[src/rtl/load_store_unit.sv]
// load_store_unit: initiator side of the data-RAM interface, one request in flight
//
// Accepts a single load/store from the core, checks size/range (and alignment when
// MISALIGN_TRAP_EN is defined), performs one RAM access cycle, extracts/extends the
// big-endian load data and returns one response.
//
// Optional feature macro: MISALIGN_TRAP_EN
//   defined   -> misaligned half/word requests return resp_err with no RAM access
//   undefined -> misaligned requests proceed as byte-addressed big-endian accesses
//
// Ports
//   CLK, reset                     clock, asynchronous active-low reset
//   req_valid/req_ready            request handshake (ready only in IDLE)
//   req_we, req_size, req_unsigned store flag, size (00 B, 01 H, 10 W, 11 reserved), zero-extend flag
//   req_addr, req_wdata            byte address, store data (low bytes for B/H)
//   resp_valid/resp_ready          response handshake
//   resp_data, resp_err            extended load data (0 for stores/errors), error flag
//   addr, write_data               RAM address and store data, driven only during the access cycle
//   memread, memwrite, storeops    RAM strobes and store width
//   read_data                      combinational RAM read {ram[a],ram[a+1],ram[a+2],ram[a+3]}
`ifndef STORE_B
`define STORE_B 2'b01
`endif
`ifndef STORE_H
`define STORE_H 2'b10
`endif
`ifndef STORE_W
`define STORE_W 2'b11
`endif

module load_store_unit #(
  parameter int ADDR_LIMIT = 1024
) (
  input  logic        CLK,
  input  logic        reset,
  input  logic        req_valid,
  output logic        req_ready,
  input  logic        req_we,
  input  logic [1:0]  req_size,
  input  logic        req_unsigned,
  input  logic [31:0] req_addr,
  input  logic [31:0] req_wdata,
  output logic        resp_valid,
  input  logic        resp_ready,
  output logic [31:0] resp_data,
  output logic        resp_err,
  output logic [31:0] addr,
  output logic [31:0] write_data,
  output logic        memread,
  output logic        memwrite,
  output logic [1:0]  storeops,
  input  logic [31:0] read_data
);
  typedef enum logic [1:0] {IDLE, ACCESS, RESP} state_t;
  state_t state, state_nx;
  logic        we_q, uns_q, err_q;
  logic [1:0]  size_q;
  logic [31:0] addr_q, wdata_q, data_q, load_data;
  logic [32:0] nbytes, end_addr;
  logic        range_err, mis_err, req_err, acc;
  // 33-bit end address so that a request wrapping past 2^32 is also out of range
  assign nbytes    = req_size == 2'b00 ? 33'd1 : req_size == 2'b01 ? 33'd2 : 33'd4;
  assign end_addr  = {1'b0, req_addr} + nbytes;
  assign range_err = end_addr > 33'(ADDR_LIMIT);
`ifdef MISALIGN_TRAP_EN
  assign mis_err = (req_size == 2'b01 && req_addr[0]) || (req_size == 2'b10 && req_addr[1:0] != 2'b00);
`else
  assign mis_err = 1'b0;
`endif
  assign req_err = req_size == 2'b11 || range_err || mis_err;
  always_comb begin
    state_nx = state;
    case (state)
      IDLE:    state_nx = req_valid ? (req_err ? RESP : ACCESS) : IDLE;
      ACCESS:  state_nx = RESP;
      RESP:    state_nx = resp_ready ? IDLE : RESP;
      default: state_nx = IDLE;
    endcase
  end
  // The addressed byte is always the most significant lane of read_data
  always_comb begin
    load_data = read_data;
    load_data = size_q == 2'b00 ? {{24{~uns_q & read_data[31]}}, read_data[31:24]} :
                size_q == 2'b01 ? {{16{~uns_q & read_data[31]}}, read_data[31:16]} : read_data;
  end
  always_ff @(posedge CLK or negedge reset) begin
    if (!reset) begin
      state   <= IDLE;
      we_q    <= 1'b0;
      uns_q   <= 1'b0;
      err_q   <= 1'b0;
      size_q  <= 2'b00;
      addr_q  <= '0;
      wdata_q <= '0;
      data_q  <= '0;
    end else begin
      state <= state_nx;
      if (state == IDLE && req_valid) begin
        we_q    <= req_we;
        uns_q   <= req_unsigned;
        size_q  <= req_size;
        addr_q  <= req_addr;
        wdata_q <= req_wdata;
        err_q   <= req_err;
        data_q  <= '0;
      end
      if (state == ACCESS && !we_q) data_q <= load_data;
    end
  end
  // Gating with reset keeps the strobes low the instant reset asserts mid-access
  assign acc        = state == ACCESS && reset;
  assign addr       = acc ? addr_q : '0;
  assign write_data = acc && we_q ? wdata_q : '0;
  assign memread    = acc && !we_q;
  assign memwrite   = acc && we_q;
  assign storeops   = !(acc && we_q) ? 2'b00 : size_q == 2'b00 ? `STORE_B : size_q == 2'b01 ? `STORE_H : `STORE_W;
  assign req_ready  = state == IDLE && reset;
  assign resp_valid = state == RESP;
  assign resp_data  = resp_valid ? data_q : '0;
  assign resp_err   = resp_valid && err_q;
endmodule

[config.mk]
export PLATFORM = sky130hd
export DESIGN_NAME = load_store_unit
export DESIGN_NICKNAME = d
export VERILOG_FILES = /design/src/rtl/load_store_unit.sv
export SDC_FILE = /design/constraint.sdc
export NUM_CORES = 1
export LEC_CHECK = 0
export CELL_PAD_IN_SITES_DETAIL_PLACEMENT = 2
export CELL_PAD_IN_SITES_GLOBAL_PLACEMENT = 2
export CORE_AREA = 2 2 148 150
export DETAILED_ROUTE_END_ITERATION = 7
export DIE_AREA = 0 0 150 152
export HOLD_SLACK_MARGIN = 0.06
export PLACE_DENSITY_LB_ADDON = 0.1
export REMOVE_ABC_BUFFERS = 1
export SLEW_MARGIN = 20
export SYNTH_ARGS = -nofsm -noshare
export SYNTH_HDL_FRONTEND = slang
export SYNTH_SLANG_ARGS = --single-unit
[constraint.sdc]
create_clock -name CLK -period 2.6 [get_ports CLK]
set_input_delay 0.39 -clock CLK [delete_from_list [all_inputs] [get_ports CLK]]
set_output_delay 0.39 -clock CLK [all_outputs]
set_load 0.005 [all_outputs]
# Word-level counts from Yosys, hierarchy flattened
# Cells that the tools add are included.
[totals]
ff_bits = 103
latchBits = 0
ram_bits = 0
rom_bits = 0
inputBits = 104
elab_cells = 46
memories = 0
[classes]
addsub = 1
multipliers = 0
div_mod_pow = 0
order_cmp = 1
n_eq_ne = 5
shifts = 0
mux = 16
n_bitwise = 2
n_reduce_logical = 13
[ops]
columns = ["op", "count"]
rows = [
  ["$mux W32", 7],
  ["$add A32 B3 Y33", 1],
  ["$gt A33 B11 Y1 const B", 1],
  ["$mux W2", 5],
  ["$logic_and A1 B1 Y1", 7],
  ["$eq A2 B1 Y1 const B", 3],
  ["$logic_not A2 Y1", 3],
  ["$mux W3", 2],
  ["$pmux W2 S3", 1],
  ["$eq A2 B2 Y1 const B", 2],
  ["$reduce_bool A2 Y1", 1],
  ["$and A1 B1 Y1", 1],
  ["$logic_not A1 Y1", 1],
  ["$logic_or A1 B1 Y1", 1],
  ["$mux W1", 1],
  ["$not A1 Y1", 1],
]

# Logic depth before layout (Yosys ltp)
[logic_depth]
word_depth = 9
ltp_mapped = 11
ltp_nobuf = 11

# Worst setup path after synthesis
# Ideal clock, no wire load.
[synth_path]
kind = "input port to flip-flop"
from = "in req_size[1]"
to = "reg err_q"
t_arrival_ns = 2.622
required_ns = 2.475
path_slack_ns = -0.147
path_stages = 11
cell_sequence = "nor2_1 > ha_1 > fa_1 > a21oi_1 > nor4_4 > a21o_1 > a211oi_1 > o22ai_1 > nor4_2 > nand4_1 > mux2_4"
[synth_via]
elab_chain_len = 6
elab_cells_between_ends = 8
classes_between = "1 x add/sub; 1 x order compare; 2 x eq/ne; 2 x mux; 2 x reduce/logical"
[synth_rtl]
columns = ["item", "line_no", "text"]
rows = [
  ["start: declaration", "39", "input logic [1:0] req_size,"],
  ["$eq A2 B1 Y1", "62", "assign nbytes = req_size == 2'b00 ? 33'd1 : req_size == 2'b01 ? 33'd2 : 33'd4;"],
  ["$mux W3 (2 in series)", "62", ""],
  ["$add A32 B3 Y33", "63", "assign end_addr = {1'b0, req_addr} + nbytes;"],
  ["$gt A33 B11 Y1", "64", "assign range_err = end_addr > 33'(ADDR_LIMIT);"],
  ["$logic_or A1 B1 Y1 *", "70", "assign req_err = req_size == 2'b11 || range_err || mis_err;"],
  ["end signal: assignment", "104", "err_q <= req_err;"],
  ["end: declaration", "56", "logic we_q, uns_q, err_q;"],
]
# Every way passes the cells marked *; elsewhere a longest branch is shown, timed or not.
# A chain may end at the register's enable or synchronous reset.

# Worst setup path in the final report
# Same ends and word-level chain as after synthesis.

==> results by group <==
Run status
  • Run status: finished, violations left
  • Failing checks: negative setup slack

Layout
  • Core Util, Final: 0.420
  • Sequential Area: 2580 µm²
  • Final instance area: 8960 µm²
  • # nets final: 1058
  • N_diodes: 0
  • Layout area overhead: 58.5%
  • # fillers: 2423
  • Share of post-route cells with drive strength above 1: 0.135
  • Area of the multi-input gates: 3010 µm²

Global routing
  • Largest net degree at the start of global routing: 73
  • Grt total ovfl: 0
  • Vias in the first global route: 6706
  • First-pass GRT wire length: 36200 µm
  • GRT Total Usage: 0.200
  • Initial antenna violation count: 0

Detailed routing
  • Routed len/inst: 18.7 µm
  • Drt pass-1 iters: 4
  • Routed Antenna Nets: 0
  • DRC viols: 0
  • Vias per inst: 4.86
  • Routed WL: 23000 µm
  • Via count: 5999
  • 1st-iter DRT viols: 216

Synth
  • Synth Register Bits: 103
  • Most frequent cells after synthesis: 247 x nand2_1, 103 x dfrtp_1, 66 x and2_1, 41 x clkbuf_1, 38 x o21ai_0
  • Synth Warn #: 0
  • Cell variety after synth: 55
  • Async set or reset register ratio after synthesis: 1.00
  • Post-Synthesis Cells: 701
  • Syn Area/Cell: 8.07 µm²
  • Top area cells in the synthesized netlist: dfrtp_1 46%, nand2_1 16%, and2_1 7.3%, and3_1 4.0%, o21ai_0 3.4%
  • Share of the synthesized area in the top cell type: 0.456
  • Synthesized area: 5660 µm²
  • Most common flop cell mapped by yosys: dfrtp_1
  • Post-synth top area cell: dfrtp_1
  • EDFF count, synth: 0
  • Most frequent cell after synthesis: nand2_1
  • Post-synthesis sequential area ratio: 0.456

Timing
  • Hold slack: 94.9 ps
  • Worst clock skew: 7.83 ps
  • Slew Limit Fails: 0
  • Slew HR: 0.358
  • RSZ-0062 raised after global routing: yes
  • Final period util: 1.03
  • Setup violators final: 2
  • Final worst slack: -77.1 ps
  • Hold Vio Cnt, Final: 0
  • Worst-Margin Slew: 963 ps
  • Final worst path period need: 2680 ps
  • TNS Setup: -86.5 ps
  • Fmax: 0.374 GHz

Floorplan
  • Initial core utilization: 0.265
  • Die width: 150 µm
  • Placeable core area: 21400 µm²
  • Die Footprint: 22800 µm²
  • Number of I/O pins: 207
  • Die H: 152 µm
  • Site row count: 54

Power and ir drop
  • Total power draw: 4.42 mW
  • Static leakage: 4.14 nW
  • Max rail drop VDD: 0.303 mV
  • Pwr/cell area: 493 nW/µm²

Critical path
  • CP max FO: 6
  • Setup crit start kind: input port
  • Critical Path End Type: register
  • R2r setup slk: 550 ps
  • CP Class: input port to register
  • Required @ worst endpoint: 2840 ps
  • Data arrival, critical path: 2910 ps

CTS
  • Reg clk slew, reported paths: 80 ps
  • Number of CTS-inserted buffers: 9
  • Skew-Pair Late Insertion Delay: 350 ps
  • Clock sink count: 103
  • Max clock buf depth: 2
  • H-Tree Depth: 3
  • CTS tree: yes
  • CTS root buf: clkbuf_16

Worst hold path
  • Hold Path Class: input port to asynchronous set/reset pin

Place
  • Port Buffer Count: 206
  • DP HPWL: 16300 µm
  • Placed cell area: 8460 µm²
  • GP Congestion: 0.833

Run
  • Number of max-cap violations: 0
-- final cells by class --
cell class,instances,area share
clock buffer,9,0.0251
clock inverter,7,0.00628
inverter,5,0.00209
multi-input combinational,547,0.336
sequential,103,0.288
tap,280,0.0391
timing repair buffer,284,0.304
-- final timing paths --
kind                                  start          to  cells after the start
worst max register to register     state[1]  data_q[12]                      6
worst min register to register   addr_q[16]  addr_q[16]                      2
max in group asynchronous             reset    state[0]                      3
worst max-delay path            req_size[1]       err_q                     13
min in group CLK                req_addr[0]   addr_q[0]                      3
worst min-delay path                  reset   addr_q[2]                      2
-- repair_timing --
action | in CTS | in global routing
resized for setup | 37 | 14
buffers inserted | 5 | 4
setup endpoints to repair | 6 | 53
pin swaps | 14 | 11
hold buffers | 0 | 0
gates cloned | 1 | 0
-- stage by stage --
stage | setup slack, ps | std cells
2_1_floorplan | -1900 | 655
3_3_place_gp | -817 | 1209
3_5_place_dp | -992 | 1209
4_1_cts | -56.6 | 1231
5_1_grt | -174 | 1235
6_report | -77.1 | 1235
-- routing by layer --
layer	track usage	wire length, µm
met1	0.255	10200
met2	0.358	11700
met3	0.0240	748
met4	0.0512	401
met5	0	0
-- logic make-up after synthesis --
| family | after synthesis | synth area share |
|---|---|---|
| adder cells (fa/ha/maj) | 4 | 0.0102 |
| XOR/XNOR | 5 | 0.00774 |
| buffers and inverters | 51 | 0.0347 |
| flip-flops | 103 | 0.456 |
| AO/OA/AOI/OAI | 105 | 0.117 |
| AND/OR/NAND/NOR | 423 | 0.356 |
| multiplexers | 10 | 0.0188 |
-- worst max-delay path: stages --
cell and delay [ps]:
buf_8 110, nor2_4 120, ha_4 150, fa_2 230, a21oi_4 80, nor4_4 440, buf_4 200, nand4_1 130
mux2_4 250, nand3_4 80, nor4_4 290, nand4_1 160, mux2_4 280
-- where the power goes --
part | switching, mW | internal, mW | leakage [nW]
registers | 0.129 | 1.85 | 1.32
clock network | 0.683 | 0.666 | 0.142
logic | 0.632 | 0.456 | 2.67
-- flip-flops by register name, indices dropped and copies added (netlist names) --
name     cells
uns_q        1
err_q        1
size_q       2
addr_q      32
state        2
we_q         1
data_q      32
wdata_q     32
-- cells in the final DEF (no fill, tap or decap), types with 3 or more instances in the layout --
| cell | synthesis | final |
|---|---|---|
| a21o_1 | 4 | 4 |
| a21oi_1 | 30 | 28 |
| a221oi_1 | 8 | 8 |
| and2_1 | 66 | 67 |
| and3_1 | 36 | 36 |
| buf_12 | 0 | 3 |
| buf_4 | 1 | 74 |
| clkbuf_16 | 0 | 9 |
| clkdlybuf4s50_1 | 0 | 193 |
| dfrtp_1 | 103 | 102 |
| dlygate4sd2_1 | 0 | 4 |
| dlymetal6s2s_1 | 0 | 4 |
| inv_1 | 5 | 5 |
| mux2i_1 | 8 | 8 |
| nand2_1 | 247 | 246 |
| nand3_1 | 12 | 9 |
| nand4_1 | 8 | 8 |
| nor2_1 | 24 | 22 |
| nor3_1 | 7 | 5 |
| o21ai_0 | 38 | 38 |
| o21ai_1 | 3 | 3 |
| xor2_1 | 4 | 4 |
(Power assumes the default switching activity.)
